## config.mk

```make
export PLATFORM = sky130hd
export DESIGN_NAME = score_display_ctrl
export DESIGN_NICKNAME = d
export VERILOG_FILES = /design/src/rtl/display_pkg.sv /design/src/rtl/seg7_decoder.sv /design/src/rtl/score_display_ctrl.sv
export SDC_FILE = /design/constraint.sdc
export NUM_CORES = 1
export LEC_CHECK = 0
export CORE_MARGIN = 2
export CORE_UTILIZATION = 25
export CTS_BUF_LIST = sky130_fd_sc_hd__clkbuf_16
export CTS_CLUSTER_DIAMETER = 80
export DETAILED_ROUTE_END_ITERATION = 8
export GPL_ROUTABILITY_DRIVEN = 1
export GPL_TIMING_DRIVEN = 0
export SETUP_SLACK_MARGIN = 0.5
export SYNTH_ARGS = -nofsm -noshare
export SYNTH_HDL_FRONTEND = slang
export SYNTH_SLANG_ARGS = --single-unit
export TNS_END_PERCENT = 20
```

## constraint.sdc

```tcl
create_clock -name clk_100MHz -period 32.7 [get_ports clk_100MHz]
set_input_delay 6.54 -clock clk_100MHz [delete_from_list [all_inputs] [get_ports clk_100MHz]]
set_output_delay 6.54 -clock clk_100MHz [all_outputs]
set_load 0.01 [all_outputs]
```

## src/rtl/display_pkg.sv

```systemverilog
// Shared constants for the 4-digit common-anode 7-segment display:
// active-low segment patterns {a,b,c,d,e,f,g} and active-low digit enables.
package display_pkg;

    localparam logic [6:0] SEG_0     = 7'b0000001;
    localparam logic [6:0] SEG_1     = 7'b1001111;
    localparam logic [6:0] SEG_2     = 7'b0010010;
    localparam logic [6:0] SEG_3     = 7'b0000110;
    localparam logic [6:0] SEG_4     = 7'b1001100;
    localparam logic [6:0] SEG_5     = 7'b0100100;
    localparam logic [6:0] SEG_6     = 7'b0100000;
    localparam logic [6:0] SEG_7     = 7'b0001111;
    localparam logic [6:0] SEG_8     = 7'b0000000;
    localparam logic [6:0] SEG_9     = 7'b0000100;
    localparam logic [6:0] SEG_BLANK = 7'b1111111;

    localparam logic [3:0] AN_D3 = 4'b0111;
    localparam logic [3:0] AN_D2 = 4'b1011;
    localparam logic [3:0] AN_D1 = 4'b1101;
    localparam logic [3:0] AN_D0 = 4'b1110;

endpackage

```

## src/rtl/seg7_decoder.sv

```systemverilog
// Combinational BCD digit to active-low 7-segment pattern; non-decimal codes blank.
module seg7_decoder
    import display_pkg::*;
(
    input  logic [3:0] digit,
    output logic [6:0] seg
);

    always_comb begin
        seg = SEG_BLANK;
        case (digit)
            4'd0:    seg = SEG_0;
            4'd1:    seg = SEG_1;
            4'd2:    seg = SEG_2;
            4'd3:    seg = SEG_3;
            4'd4:    seg = SEG_4;
            4'd5:    seg = SEG_5;
            4'd6:    seg = SEG_6;
            4'd7:    seg = SEG_7;
            4'd8:    seg = SEG_8;
            4'd9:    seg = SEG_9;
            default: seg = SEG_BLANK;
        endcase
    end

endmodule

```

## src/rtl/score_display_ctrl.sv

```systemverilog
// Elapsed-seconds counter (0..MAX_COUNT) gated by status, shown on a
// multiplexed 4-digit 7-segment display. clk_1Hz is sampled as data.
module score_display_ctrl
    import display_pkg::*;
#(
    parameter int REFRESH_BITS = 20,
    parameter int MAX_COUNT    = 9999
) (
    input  logic       clk_100MHz,
    input  logic       reset,
    input  logic       clk_1Hz,
    input  logic       status,
    output logic [3:0] Anode_Activate,
    output logic [6:0] LED_out
);

    logic                    tick_sync_p0;
    logic                    tick_sync_p1;
    logic                    tick_hist_p2;
    logic                    tick;
    logic [13:0]             displayed_number;
    logic [REFRESH_BITS-1:0] refresh_cnt;
    logic [1:0]              sel;
    logic [3:0]              thousands;
    logic [3:0]              hundreds;
    logic [3:0]              tens;
    logic [3:0]              ones;
    logic [3:0]              digit;
    logic [3:0]              anode_nxt;
    logic [6:0]              seg_nxt;

    // Sync/history flops reset high so a level already high at release is not an edge.
    always_ff @(posedge clk_100MHz) begin
        if (reset) begin
            tick_sync_p0 <= 1'b1;
            tick_sync_p1 <= 1'b1;
            tick_hist_p2 <= 1'b1;
        end else begin
            tick_sync_p0 <= clk_1Hz;
            tick_sync_p1 <= tick_sync_p0;
            tick_hist_p2 <= tick_sync_p1;
        end
    end

    assign tick = tick_sync_p1 & ~tick_hist_p2;

    // Counter stage
    always_ff @(posedge clk_100MHz) begin
        if (reset) begin
            displayed_number <= 14'd0;
        end else if (tick && status) begin
            if (displayed_number == 14'(MAX_COUNT))
                displayed_number <= 14'd0;
            else
                displayed_number <= displayed_number + 14'd1;
        end
    end

    always_ff @(posedge clk_100MHz) begin
        if (reset)
            refresh_cnt <= '0;
        else
            refresh_cnt <= refresh_cnt + 1'b1;
    end

    assign sel       = refresh_cnt[REFRESH_BITS-1 -: 2];
    assign thousands = 4'(displayed_number / 14'd1000);
    assign hundreds  = 4'((displayed_number / 14'd100) % 14'd10);
    assign tens      = 4'((displayed_number / 14'd10) % 14'd10);
    assign ones      = 4'(displayed_number % 14'd10);

    always_comb begin
        anode_nxt = AN_D3;
        digit     = thousands;
        case (sel)
            2'd0: begin anode_nxt = AN_D3; digit = thousands; end
            2'd1: begin anode_nxt = AN_D2; digit = hundreds;  end
            2'd2: begin anode_nxt = AN_D1; digit = tens;      end
            2'd3: begin anode_nxt = AN_D0; digit = ones;      end
            default: begin anode_nxt = AN_D3; digit = thousands; end
        endcase
    end

    seg7_decoder u_seg7_decoder (
        .digit (digit),
        .seg   (seg_nxt)
    );

    // Output stage: anode and segments registered together so they never disagree.
    always_ff @(posedge clk_100MHz) begin
        if (reset) begin
            Anode_Activate <= AN_D3;
            LED_out        <= SEG_0;
        end else begin
            Anode_Activate <= anode_nxt;
            LED_out        <= seg_nxt;
        end
    end

endmodule

```

# ---- Word level (Yosys, flattened, before mapping)
# Memory sizes are Yosys's and may differ from the RTL's. A register that Yosys moved wholly into a read port is not among the register bits.
# Index checks and enable logic that the tools add are counted.
dict set report totals {
  mem_count 1
  elab_cells 26
  reg_bits 41
  out_inout_bits 11
  in_bits 4
  rom_bits 112
}
# name depth width read_ports rd_ports_with_merged_regs wr line
set mem_list {}
lappend mem_list {{(no name shown)} 16 7 1 1 0 seg7_decoder.sv:11} ;# case (digit)
dict set report classes {
  bitwise 2
  div 6
  eq_ne 4
  n_mux 3
  reduce_logical 2
  add_sub_neg 2
}
# operator n
set ops {}
lappend ops {{$mod A14 B4 Y14 const B} 3}
lappend ops {{$pmux W4 S4} 2}
lappend ops {{$add A20 B1 Y20 const B} 1}
lappend ops {{$add A14 B1 Y14 const B} 1}
lappend ops {{$div A14 B10 Y14 const B} 1}
lappend ops {{$div A14 B4 Y14 const B} 1}
lappend ops {{$div A14 B7 Y14 const B} 1}
lappend ops {{$eq A14 B14 Y1 const B} 1}
lappend ops {{$mux W14} 1}
lappend ops {{$eq A2 B2 Y1 const B} 2}
lappend ops {{$eq A2 B1 Y1 const B} 1}
lappend ops {{$logic_not A2 Y1} 1}
lappend ops {{$and A1 B1 Y1} 1}
lappend ops {{$logic_and A1 B1 Y1} 1}
lappend ops {{$not A1 Y1} 1}

# ---- Longest topological paths before layout
dict set report logic_depth {
  depth_word 3
  mapped_depth 107
  ltp_nobuf 103
}

# ---- Modules after synthesis
# From an unflattened synthesis, not the netlist that was laid out.
dict set report unflattened {
  hier_cells 1028
  hier_area_um2 7490.9
}
# mod cells_per_inst seq_area_each_um2 area_per_inst_um2 instances
set by_module_without_submodules {}
lappend by_module_without_submodules {score_display_ctrl 995 960.9 7280.7 1}
lappend by_module_without_submodules {seg7_decoder 33 0.0 210.2 1}

# ---- Worst setup path after synthesis
# Ideal clock, no wire load.
dict set report synth_path {
  path_type {register to register}
  start {reg refresh_cnt[18]}
  end {reg LED_out[1]}
  path_stages_with_launch 100
  path_buffers 5
  synth_period_minus_slack_ns 20.830
  required_ns 32.566
  path_slack_ns 11.870
  setup_time_ns 0.134
  arrival_time_ns 20.696
  path_cell_list {dfxtp_1 nand2b_2 ha_1 nor2_1 nand3b_1 nand2_1 ha_1 o211ai_2 a21oi_1 mux2_2 ha_1 o211a_1 nor3_2 nand4b_2 nand4_1 and2_1 inv_1 ha_1 [... 64 more ...] or4_1 buf_2 nor2_4 mux2i_1 ha_1 a21o_1 a211o_1 nor4_2 o31ai_2 o31ai_4 xnor2_2 ha_1 o21ai_0 o21ai_0 or2_2 buf_4 o31ai_1 a21oi_1}
}
# element line
set synth_lines {}
lappend synth_lines {{from (decl)} score_display_ctrl.sv:22} ;# logic [REFRESH_BITS-1:0] refresh_cnt;
lappend synth_lines {{from (signal assigned)} score_display_ctrl.sv:63} ;# refresh_cnt <= refresh_cnt + 1'b1;
lappend synth_lines {{to (decl)} score_display_ctrl.sv:14} ;# output logic [6:0] LED_out

==> impl_metrics.xml <==
<?xml version="1.0" encoding="UTF-8"?>
<metrics>
  <group name="clock_tree">
    <metric name="clk_latency" unit="ps">290</metric>
    <metric name="cts_resized" unit="">0</metric>
    <metric name="clock_tree.buffer_depth" unit="">2</metric>
    <metric name="tritoncts" unit="">yes</metric>
    <metric name="holdBufCountCts" unit="">0</metric>
    <metric name="clkTransAtPathRegs" unit="ps">70</metric>
    <metric name="cts_post_setup_buffers_inserted" unit="">0</metric>
    <metric name="clock_tree.htree_level_count" unit="">2</metric>
    <metric name="cts_root_buf" unit="">clkbuf_16</metric>
    <metric name="cts_buffers" unit="">5</metric>
    <metric name="clkSinkCount" unit="">48</metric>
  </group>
  <group name="sta">
    <metric name="period_share" unit="">0.742</metric>
    <metric name="drv_slew" unit="">0</metric>
    <metric name="final.min_clock_period" unit="ps">24280</metric>
    <metric name="setup_tns" unit="ps">0</metric>
    <metric name="worst_slew_margin_rel" unit="">0.181</metric>
    <metric name="grt_setup_unrepaired" unit="">false</metric>
    <metric name="setup_viol" unit="">0</metric>
    <metric name="fin_worst_skew" unit="ps">4.41</metric>
    <metric name="timing.final.hold_violations" unit="">0</metric>
    <metric name="worst_max_slew_pin_slew" unit="ps">1220</metric>
    <metric name="clock.fmax" unit="GHz">0.0412</metric>
  </group>
  <group name="cells_and_area">
    <metric name="antenna-diode-count" unit="">0</metric>
    <metric name="nets" unit="">1101</metric>
    <metric name="layout_commonest_cell" unit="">nor2_1</metric>
    <metric name="multiInputGateArea" unit="sq mm">0.00599</metric>
    <metric name="fillCellCount" unit="">3119</metric>
    <metric name="mostFrequentLayoutCells" unit="">nor2_1 (120), nand2_1 (85), ha_1 (64), a21oi_1 (59), o21ai_0 (52)</metric>
    <metric name="synthToLayoutAreaGrowth" unit="%">10.8</metric>
    <metric name="flip_flop_and_latch_area" unit="sq um">961</metric>
    <metric name="proportion_of_layout_cells_with_a_drive_suffix_above_1" unit="">0.0803</metric>
  </group>
  <group name="die">
    <metric name="die_boundary_width" unit="um">175</metric>
    <metric name="ioPinCount" unit="">15</metric>
    <metric name="dieHeight" unit="um">175</metric>
    <metric name="row_count" unit="">62</metric>
    <metric name="core-area" unit="sq mm">0.0288</metric>
    <metric name="start_util" unit="">0.254</metric>
    <metric name="die_area" unit="sq mm">0.0306</metric>
  </group>
  <group name="route">
    <metric name="via_count" unit="">7613</metric>
    <metric name="initialDrtViolationCount" unit="">535</metric>
    <metric name="drt-total-wl" unit="mm">19.6</metric>
    <metric name="vias_per_cell" unit="">5.37</metric>
    <metric name="drc" unit="">0</metric>
    <metric name="detail_route.wl_per_cell" unit="um">13.8</metric>
    <metric name="final_antenna_net_count" unit="">0</metric>
    <metric name="drt_pass1_iterations" unit="">6</metric>
  </group>
  <group name="yosys">
    <metric name="synth_top_area_cell" unit="">dfxtp_1</metric>
    <metric name="synth_fa_ha_area_frac" unit="">0.115</metric>
    <metric name="syn_nets" unit="">1080</metric>
    <metric name="ys_seq_elements" unit="">48</metric>
    <metric name="synth.avg_cell_area" unit="sq um">7.22</metric>
    <metric name="area_fraction_in_compound_gates_after_synthesis" unit="">0.283</metric>
    <metric name="post_synth_num_cell_types" unit="">103</metric>
    <metric name="ys_async_sr_fraction" unit="">0</metric>
    <metric name="synth_top_family_by_area" unit="">simple AND/OR/NAND/NOR gates</metric>
    <metric name="ys_warn_count" unit="">0</metric>
    <metric name="sequential_share_of_the_synthesized_area" unit="">0.131</metric>
    <metric name="post_synth_instance_area" unit="sq mm">0.00731</metric>
    <metric name="multiplexer_share_of_the_synthesized_area" unit="">0.0399</metric>
    <metric name="synth-simple-area-share" unit="">0.310</metric>
    <metric name="synth-xor-area-share" unit="">0.0717</metric>
    <metric name="postSynthCellCount" unit="">1012</metric>
    <metric name="synthTopCellsByArea" unit="">dfxtp_1 (13%), ha_1 (11%), nor2_1 (6.2%)</metric>
    <metric name="ys_dominant_reg_cell" unit="">dfxtp_1</metric>
    <metric name="post_synth_edffs" unit="">0</metric>
    <metric name="synth_largest_type_area_fraction" unit="">0.131</metric>
  </group>
  <group name="global_routing">
    <metric name="grt_pass1_vias" unit="">7143</metric>
    <metric name="grt_max_degree" unit="">35</metric>
    <metric name="grt_first_pass_wirelength" unit="mm">33.7</metric>
    <metric name="grt_usage" unit="">0.127</metric>
    <metric name="grt_overflow_total" unit="">0</metric>
    <metric name="grt_antenna_before_repair" unit="">0</metric>
  </group>
  <group name="power">
    <metric name="power.ir.vdd_worst" unit="mV">0.0327</metric>
    <metric name="power.density_cell_area" unit="mW/mm^2">15.0</metric>
    <metric name="static-leakage-power" unit="nW">3.26</metric>
    <metric name="power_total" unit="uW">122</metric>
  </group>
  <group name="worst_setup_path">
    <metric name="rr_worst_depth" unit="">97</metric>
    <metric name="cpMaxStageDelayCell" unit="">o31ai_1</metric>
    <metric name="timing.critical_path.mode_cell" unit="">ha_1</metric>
    <metric name="crit_path_max_fanout" unit="">28</metric>
    <metric name="worst-endpoint-arrival" unit="ps">24440</metric>
    <metric name="required" unit="ps">32860</metric>
    <metric name="critPathKind" unit="">flip-flop to flip-flop</metric>
    <metric name="crit_path_end_kind" unit="">flip-flop</metric>
    <metric name="cpPeakStageDelay" unit="ps">590</metric>
    <metric name="regToRegSetupSlack" unit="ps">8420</metric>
    <metric name="worst_setup_path_start_kind" unit="">flip-flop</metric>
  </group>
  <group name="placement">
    <metric name="dpl_wire_length" unit="mm">15.5</metric>
    <metric name="port_buffers" unit="">14</metric>
    <metric name="final_weighted_congestion_in_routability_driven_placement" unit="">0.879</metric>
  </group>
  <group name="outcome">
    <metric name="status" unit="">complete, no violations</metric>
  </group>
  <group name="hold_path">
    <metric name="hold-path-cell-count" unit="">1</metric>
    <metric name="hold_path.class" unit="">flip-flop to flip-flop</metric>
  </group>
  <group name="job">
    <metric name="max_cap_violations" unit="">0</metric>
  </group>
</metrics>
-- kinds of logic after synthesis --
group           Yosys count
simple gates            440
compound gates          288
buf+inv                  82
fa+ha+maj                68
xor+xnor                 59
flops                    48
mux                      27
-- metrics by stage --
stage	setup WS, ps	hold WS [ps]	util	instances	cell area [sq um]
6_report	8420	409	0.281	1418	8100
5_1_grt	6160	436	0.281	1418	8100
4_1_cts	8480	413	0.281	1418	8100
3_5_place_dp	8530	396	0.276	1410	7930
3_3_place_gp	8400	391	0.276	1410	7930
2_1_floorplan	11870	389	-	1012	7310
-- cells in the mapped netlist (all sizes together), types with 7 or more instances --
library cell  number
a211o              9
o21a              16
nand2b            11
a21oi             59
mux2i             19
nor2             121
nand4             15
a211oi            11
inv               37
nor4              11
and2              14
and3              15
nand2             86
buf               14
or4                9
a21o              12
xnor2             37
xor2              22
o311ai             7
nor3              43
a311oi             7
o31ai             17
a31oi             11
clkbuf            30
or2               14
dfxtp             48
nand3             49
or3               19
o22ai              7
a221oi             7
mux2               8
o211ai            10
o21ai             59
ha                64
-- flip-flops by register name, indices dropped and copies added (netlist names) --
name,cells
Anode_Activate,4
LED_out,7
displayed_number,14
refresh_cnt,20
tick_hist_p2,1
tick_sync_p0,1
tick_sync_p1,1
-- where the power goes --
part	internal (mW)	switching [mW]	total, mW
combinational	0.00100	0.00188	0.00289
sequential	0.0589	0.000248	0.0592
clock	0.0364	0.0233	0.0596
total	0.0963	0.0254	0.122
-- worst max-delay path: cells and delay by family, from the launching register on --
| family | cells | cell delay (ps) |
|---|---|---|
| AOI/OAI and AO/OA | 32 | 7650 |
| muxes | 4 | 1360 |
| and+or+nand+nor | 40 | 9190 |
| DFF | 1 | 480 |
| buffers and inverters | 6 | 890 |
| xor gates and xnor gates | 2 | 400 |
| adders and majority gates | 13 | 4150 |
-- path summary, 6_finish.rpt --
check | from | end
setup / recovery | refresh_cnt[19] | LED_out[6]
hold / removal | tick_sync_p0 | tick_sync_p1
setup reg to reg | refresh_cnt[19] | LED_out[6]
hold reg to reg | tick_sync_p0 | tick_sync_p1
-- cell type report --
cell class | instances | area share
buffer | 44 | 0.0266
clock buffer | 5 | 0.0154
clock inverter | 3 | 0.00571
inverter | 38 | 0.0178
multi-input combinational | 882 | 0.739
sequential | 48 | 0.119
tap | 384 | 0.0593
timing repair buffer | 14 | 0.0173
-- routing by layer --
layer | vias up | track usage | wire length (um)
met3 | 24 | 0.00827 | 706
met4 | 0 | 0.0274 | 322
li1 | 3837 | - | -
met2 | 157 | 0.221 | 9040
met5 | - | 0 | 0
met1 | 3595 | 0.173 | 9560
(Power assumes the default switching activity.)
